### src/rtl/instr_mem_loader.sv
// Loadable instruction memory for the fetch stage.
// Filled word-by-word over a valid/ready port while in LOAD, then serves
// registered one-cycle fetches in RUN. Invalid fetches return NOP_WORD and
// set a sticky fault flag. A fetched HALT_WORD sets a sticky halt flag, and
// every fetch after that returns NOP_WORD.
module instr_mem_loader #(
  parameter int unsigned        DATA_W    = 32,
  parameter int unsigned        DEPTH     = 64,
  parameter int unsigned        ADDR_W    = 32,
  parameter bit                 BYTE_ADDR = 1'b1,
  parameter logic [DATA_W-1:0]  NOP_WORD  = '0,
  parameter logic [DATA_W-1:0]  HALT_WORD = '1
) (
  input  logic                         Clk,
  input  logic                         Rst_n,
  input  logic                         LoadValid,
  input  logic [DATA_W-1:0]            LoadData,
  input  logic                         LoadDone,
  output logic                         LoadReady,
  output logic [$clog2(DEPTH+1)-1:0]   LoadCount,
  output logic                         Running,
  input  logic                         FetchReq,
  input  logic [ADDR_W-1:0]            FetchAddr,
  output logic                         FetchValid,
  output logic [DATA_W-1:0]            InstrOut,
  output logic                         AddrFault,
  output logic                         Halted
);

  localparam int unsigned      CW      = $clog2(DEPTH + 1);
  localparam int unsigned      IW      = (DEPTH > 1) ? $clog2(DEPTH) : 1;
  localparam logic [CW-1:0]    LAST    = CW'(DEPTH - 1);
  localparam logic [CW-1:0]    DEPTH_C = CW'(DEPTH);
  localparam logic [ADDR_W:0]  DEPTH_X = (ADDR_W + 1)'(DEPTH);

  typedef enum logic {
    S_LOAD,
    S_RUN
  } state_t;

  state_t              state;
  state_t              state_next;
  logic [DATA_W-1:0]   mem [DEPTH];
  logic [CW-1:0]       load_count;
  logic                load_fire;
  logic [ADDR_W:0]     idx;
  logic                misaligned;
  logic                addr_bad;
  logic [DATA_W-1:0]   rd_word;

  assign LoadCount = load_count;

  // Fetch address decode. The index keeps every upper address bit (plus one
  // guard bit) so large addresses never alias back into the array.
  always_comb begin
    idx        = BYTE_ADDR ? {3'b000, FetchAddr[ADDR_W-1:2]} : {1'b0, FetchAddr};
    misaligned = BYTE_ADDR && (FetchAddr[1:0] != 2'b00);
    addr_bad   = misaligned || (idx >= DEPTH_X) || (idx >= (ADDR_W + 1)'(load_count));
    rd_word    = mem[IW'(idx)];
  end

  // Next-state and load handshake decode.
  always_comb begin
    state_next = state;
    LoadReady  = 1'b0;
    Running    = 1'b0;
    load_fire  = 1'b0;
    case (state)
      S_LOAD: begin
        LoadReady = (load_count < DEPTH_C);
        load_fire = LoadValid && LoadReady;
        if (LoadDone || (load_fire && (load_count == LAST)))
          state_next = S_RUN;
      end
      S_RUN: begin
        Running = 1'b1;
      end
      default: state_next = S_LOAD;
    endcase
  end

  // State register.
  always_ff @(posedge Clk) begin
    if (!Rst_n) state <= S_LOAD;
    else        state <= state_next;
  end

  // Load pointer; frozen outside LOAD.
  always_ff @(posedge Clk) begin
    if (!Rst_n)         load_count <= '0;
    else if (load_fire) load_count <= load_count + 1'b1;
  end

  // Instruction storage; deliberately not reset.
  always_ff @(posedge Clk) begin
    if (load_fire) mem[IW'(load_count)] <= LoadData;
  end

  // Registered fetch port with sticky fault and halt flags.
  always_ff @(posedge Clk) begin
    if (!Rst_n) begin
      FetchValid <= 1'b0;
      InstrOut   <= NOP_WORD;
      AddrFault  <= 1'b0;
      Halted     <= 1'b0;
    end else if ((state == S_RUN) && FetchReq) begin
      FetchValid <= 1'b1;
      if (Halted) begin
        InstrOut <= NOP_WORD;
      end else if (addr_bad) begin
        InstrOut  <= NOP_WORD;
        AddrFault <= 1'b1;
      end else begin
        InstrOut <= rd_word;
        if (rd_word == HALT_WORD) Halted <= 1'b1;
      end
    end else begin
      FetchValid <= 1'b0;
    end
  end

endmodule

### config.mk
export PLATFORM = sky130hd
export DESIGN_NAME = instr_mem_loader
export DESIGN_NICKNAME = d
export VERILOG_FILES = /design/src/rtl/instr_mem_loader.sv
export SDC_FILE = /design/constraint.sdc
export NUM_CORES = 2
export LEC_CHECK = 0
export CORE_UTILIZATION = 40
export DETAILED_ROUTE_END_ITERATION = 8
export SLEW_MARGIN = 25
export SYNTH_ARGS = -nofsm -noshare
export SYNTH_HDL_FRONTEND = slang
export SYNTH_SLANG_ARGS = --single-unit
### constraint.sdc
create_clock -name Clk -period 9 [get_ports Clk]
set_input_delay 0.9 -clock Clk [delete_from_list [all_inputs] [get_ports Clk]]
set_output_delay 0.9 -clock Clk [all_outputs]
set_load 0.02 [all_outputs]
Word-level counts from Yosys, hierarchy flattened:

Memories as Yosys holds them, arrays and structs flattened.
Index checks and enable logic that the tools add are counted.

* add/sub/neg operators: 1
* order comparisons: 3
* equality and inequality tests: 2
* muxes and demuxes: 13
* bitwise logic cells: 1
* reductions and logical operators: 8

Operators by type and width (number)
* 2-to-1 mux 32 bit: 2
* == test 32 bit, second input constant: 1
* >= comparator 30 x 7 -> 1 bit: 1
* >= comparator 30 x 7 -> 1 bit, second input constant: 1
* 2-to-1 mux 1 bit: 11
* adder 7 x 1 -> 7 bit, second input constant: 1
* == test 7 x 6 -> 1 bit, second input constant: 1
* < comparator 7 bit, second input constant: 1
* logical AND 1 bit: 3
* logical OR 1 bit: 3
* AND reduction 3 bit: 1
* nonzero test 2 bit: 1
* inverter 1 bit: 1

* register bits after elaboration: 43
* bits in writable memories: 2048
* output and inout port bits: 44
* logic and storage cells: 35
* memories: 1

Memories
* mem: words 64, width 32, rd ports 1, clocked after memory_dff 0, wr ports 1, line 43 `logic [DATA_W-1:0] mem [DEPTH];`

Longest topological paths before layout:

* depth after elaboration: 6
* gate-level depth with buffers: 17
* depth with buffers taken out: 10

Least setup slack after synthesis:

Ideal clock, no wire load.

* kind: input to register
* from: input port FetchAddr[2]
* to: register InstrOut[0]
* arrival time: 3.839 ns
* path slack: 5.102 ns
* cell stages on the path: 16
* cells stage by stage: buf_6 > buf_12 > buf_8 > buf_12 > buf_6 > inv_1 > buf_2 > ha_1 > nor2b_1 > o21a_1 > o211ai_1 > a21oi_1 > or4_2 > nor3_1 > a22o_1 > and2_1

* longest elaborated chain between the ends: 5
* elaborated cells between the ends (all ways): 7
* those cells by class: order compare: 2; mux: 2; reduce/logical: 2; memory: 1

Ends and longest elaborated chain
* start, declared: line 23 `input logic [ADDR_W-1:0] FetchAddr,`
* >= comparator 30 x 7 -> 1 bit: line 58 `addr_bad = misaligned || (idx >= DEPTH_X) || (idx >= (ADDR_W + 1)'(load_count));`
* logical OR 1 bit (2 in series): line 58
* 2-to-1 mux 32 bit (*): line 110 `end else if (addr_bad) begin`
* 2-to-1 mux 32 bit (*): line 108 `if (Halted) begin`
* end signal, assigned: line 114 `InstrOut <= rd_word;`
* end, declared: line 25 `output logic [DATA_W-1:0] InstrOut,`

Every way passes the cells marked *; elsewhere a longest branch is shown, timed or not.
A chain may end at the register's enable or synchronous reset.

Final worst setup path:

* from: input port FetchAddr[4]
* to: register Halted

* longest elaborated chain between the ends: 5
* elaborated cells between the ends (all ways): 9
* those cells by class: order compare: 2; eq/ne: 1; mux: 3; reduce/logical: 2; memory: 1

Ends and longest elaborated chain
* memory (64 x 32 bit) / >= comparator 30 x 7 -> 1 bit (equally long branches)
* == test 32 bit / logical OR 1 bit (equally long branches): line 115, 58
* 2-to-1 mux 1 bit / logical OR 1 bit (equally long branches): line 115, 58
* 2-to-1 mux 1 bit (*): line 110
* 2-to-1 mux 1 bit (*): line 108
* end signal, assigned: line 105 `Halted <= 1'b0;`
* end signal, assigned: line 115 `if (rd_word == HALT_WORD) Halted <= 1'b1;`
* end, declared: line 27 `output logic Halted`

Marked as above.

==> impl_metrics.ini <==
[outcome]
status = completed

[yosys]
seq_area_frac_synth_pct = 76.9
synth_area_sq_um = 81100
avgSynthCellArea_sq_um = 21.5
synth_top_area_share_pct = 75.8
netlist_instances = 3777
ys_types = 71
synth_area_leaders = edfxtp_1 (76%), mux4_2 (10%), mux2i_1 (2.8%)
synthFlopType = edfxtp_1
synth_nets = 3854
yosysTopAreaCell = edfxtp_1
yosys_warnings = 0
ys_ff_latch = 2091
ys_async_sr_fraction_pct = 0
synth_edf_count = 2048

[floorplan]
start_util_pct = 40.4
fp-row-count = 164
fp.dieW_um = 452
pin_count = 113
core_sq_um = 201000
die-area_sq_um = 205000
dieHeight_um = 452

[sta]
rsz0062_at_grt = no
setup_violations = 0
period_needed_ns = 4.63
worst_slew_pin_slew_ns = 1.13
skew_ns = 0.0307
slew_violations = 0
hold_viol = 0
tns_ns = 0
timing.final.crit_share_pct = 51.5
hold_ws_ns = 0.456
timing.slew.headroom_pct = 22.9
layout_setup_ws_ns = 4.37
max_freq_mhz = 216

[drt]
first_iter_violations = 5261
ant_nets = 0
vias = 41600
wire_per_inst_um = 34.0
routed_wl_um = 233000
drtPass1Iterations = 6
via_per_inst = 6.08
route.detailed.drc = 0

[power]
intPower_w = 0.0158
power_leakage_nw = 28.8
switching_share_pct = 21.5
power_w = 0.0201
powerDensity_nw_per_um2 = 219
power_frac_seq_pct = 53.3
ir_drop_mv = 0.158
p_sw_w = 0.00432
comb_power_share_pct = 4.9
clkPwrFrac_pct = 41.8

[place]
dp_hpwl_um = 131000
dp_slack_ns = 3.70
dp_cells = 6476
place_congestion = 0.857
io_buffers = 112

[grt]
first_global_vias = 41000
grt_start_max_net_pins = 122
overflow = 0
grt_pass1_wl_um = 323000
antenna_found_initial = 8
grt_util_all_layers_pct = 22.5

[clock_network]
cts_hold_buffers = 0
clock-sinks = 2091
htreeDepth = 4
clockBufferDepth = 3
numCtsBuffers = 198
post_cts_buffers = 0
cts_tree = built
cts_resized = 0
cts_root_buf = clkbuf_16
clkLatencyLatePin_ns = 0.84
path_clk_slew_ns = 0.06

[worst_setup_path]
cp_max_fo = 71
critPathCaptureType = flop
arrival_ns = 5.38
critical_path_class = in2reg
r2r_start = state
startpoint = FetchAddr[4]
cp.required_ns = 9.75
startpoint_type = input port

[cells_and_area]
syn2layout_area_growth_pct = 13.2
drive_gt1_share_pct = 21.8
instances_no_fill = 6848
fillCellCount = 16700
fin_nets = 4097

[flow_run]
maxCapViolCount = 0

[hold_path]
min_from = InstrOut[29]
min_path_type = reg2reg
power by group through the flow:
stage          Sequential [W]  Clock, W  Combinational [W]
2_1_floorplan          0.0109         0           0.000557
3_5_place_dp           0.0109         0           0.000987
5_1_grt                0.0107   0.00884            0.00103
4_1_cts                0.0107   0.00850           0.000990
6_report               0.0107   0.00840           0.000994
3_3_place_gp           0.0109         0           0.000975
cells in the mapped netlist, types with 37 or more instances:
cell type  number
o221ai_1       77
edfxtp_1     2048
clkbuf_1       37
nand2_1       104
a22oi_1        84
o22ai_1        51
mux2i_1       225
a21oi_1        81
dfxtp_1        43
mux4_2        368
nor2_1        128
o21ai_0        41
mux4_1         55
buf_2          52
area by class of cell:
cell class / count / area, sq um / area share, %
clock inverter: 109 / 1190 / 1.29
antenna: 4 / 10.0 / 0.0109
inverter: 15 / 58.8 / 0.0640
tap: 2656 / 3320 / 3.62
clock buffer: 259 / 5290 / 5.76
timing repair buffer: 252 / 2140 / 2.33
multi-input combinational: 1462 / 17500 / 19.0
sequential: 2091 / 62400 / 67.9
cells in the final DEF (no fill, tap or decap), drive strengths merged, types with 80 or more instances in the layout:
master / Yosys / final
mux4: 423 / 423
clkbuf: 51 / 259
edfxtp: 2048 / 2048
nand2: 104 / 104
nor2: 128 / 128
a22oi: 84 / 84
clkinv: 0 / 80
mux2i: 225 / 225
buf: 157 / 177
a21oi: 81 / 81
worst paths after layout:
check,end,slack [ns],cells after the start
hold reg to reg,InstrOut[29],0.46,2
setup / recovery,Halted,4.37,10
setup reg to reg,mem[58][25],5.26,6
hold / removal,InstrOut[29],0.46,2
sequential cells by signal (all words and copies together) (netlist names):
register    flops
LoadCount       7
state           1
FetchValid      1
mem          2048
AddrFault       1
Halted          1
InstrOut       32
through the flow:
step / util, % / area [sq um]
floorplan: - / 81100
global placement: 42.5 / 85300
detailed placement: 42.5 / 85300
CTS: 45.7 / 91800
global route: 45.8 / 91800
finish: 45.8 / 91800
layer usage:
| layer | wire (um) | share of wire (%) | GRT usage, % |
|---|---|---|---|
| met5 | 27 | 0.012 | 0 |
| met4 | 8780 | 3.8 | 8.21 |
| met3 | 20900 | 9.0 | 4.21 |
| met2 | 110000 | 47 | 35.6 |
| met1 | 92500 | 40 | 31.2 |
cells by family after synthesis:
family / after synthesis / share of synthesized area (%)
xor gates and xnor gates: 3 / 0.0324
and+or+nand+nor: 354 / 1.97
DFF: 2091 / 76.9
muxes: 656 / 14.9
AOI/OAI and AO/OA: 441 / 3.86
buffers and inverters: 224 / 2.23
adders and majority gates: 8 / 0.123
critical path: stages:
cell,delay (ns)
buf_6,0.52
buf_12,0.49
nand2_1,0.71
o221ai_1,0.46
a41oi_1,0.08
o31ai_1,0.81
o41ai_1,0.37
a2111oi_2,0.56
nand4_1,0.14
o31ai_1,0.27
(Power assumes the default switching activity.)
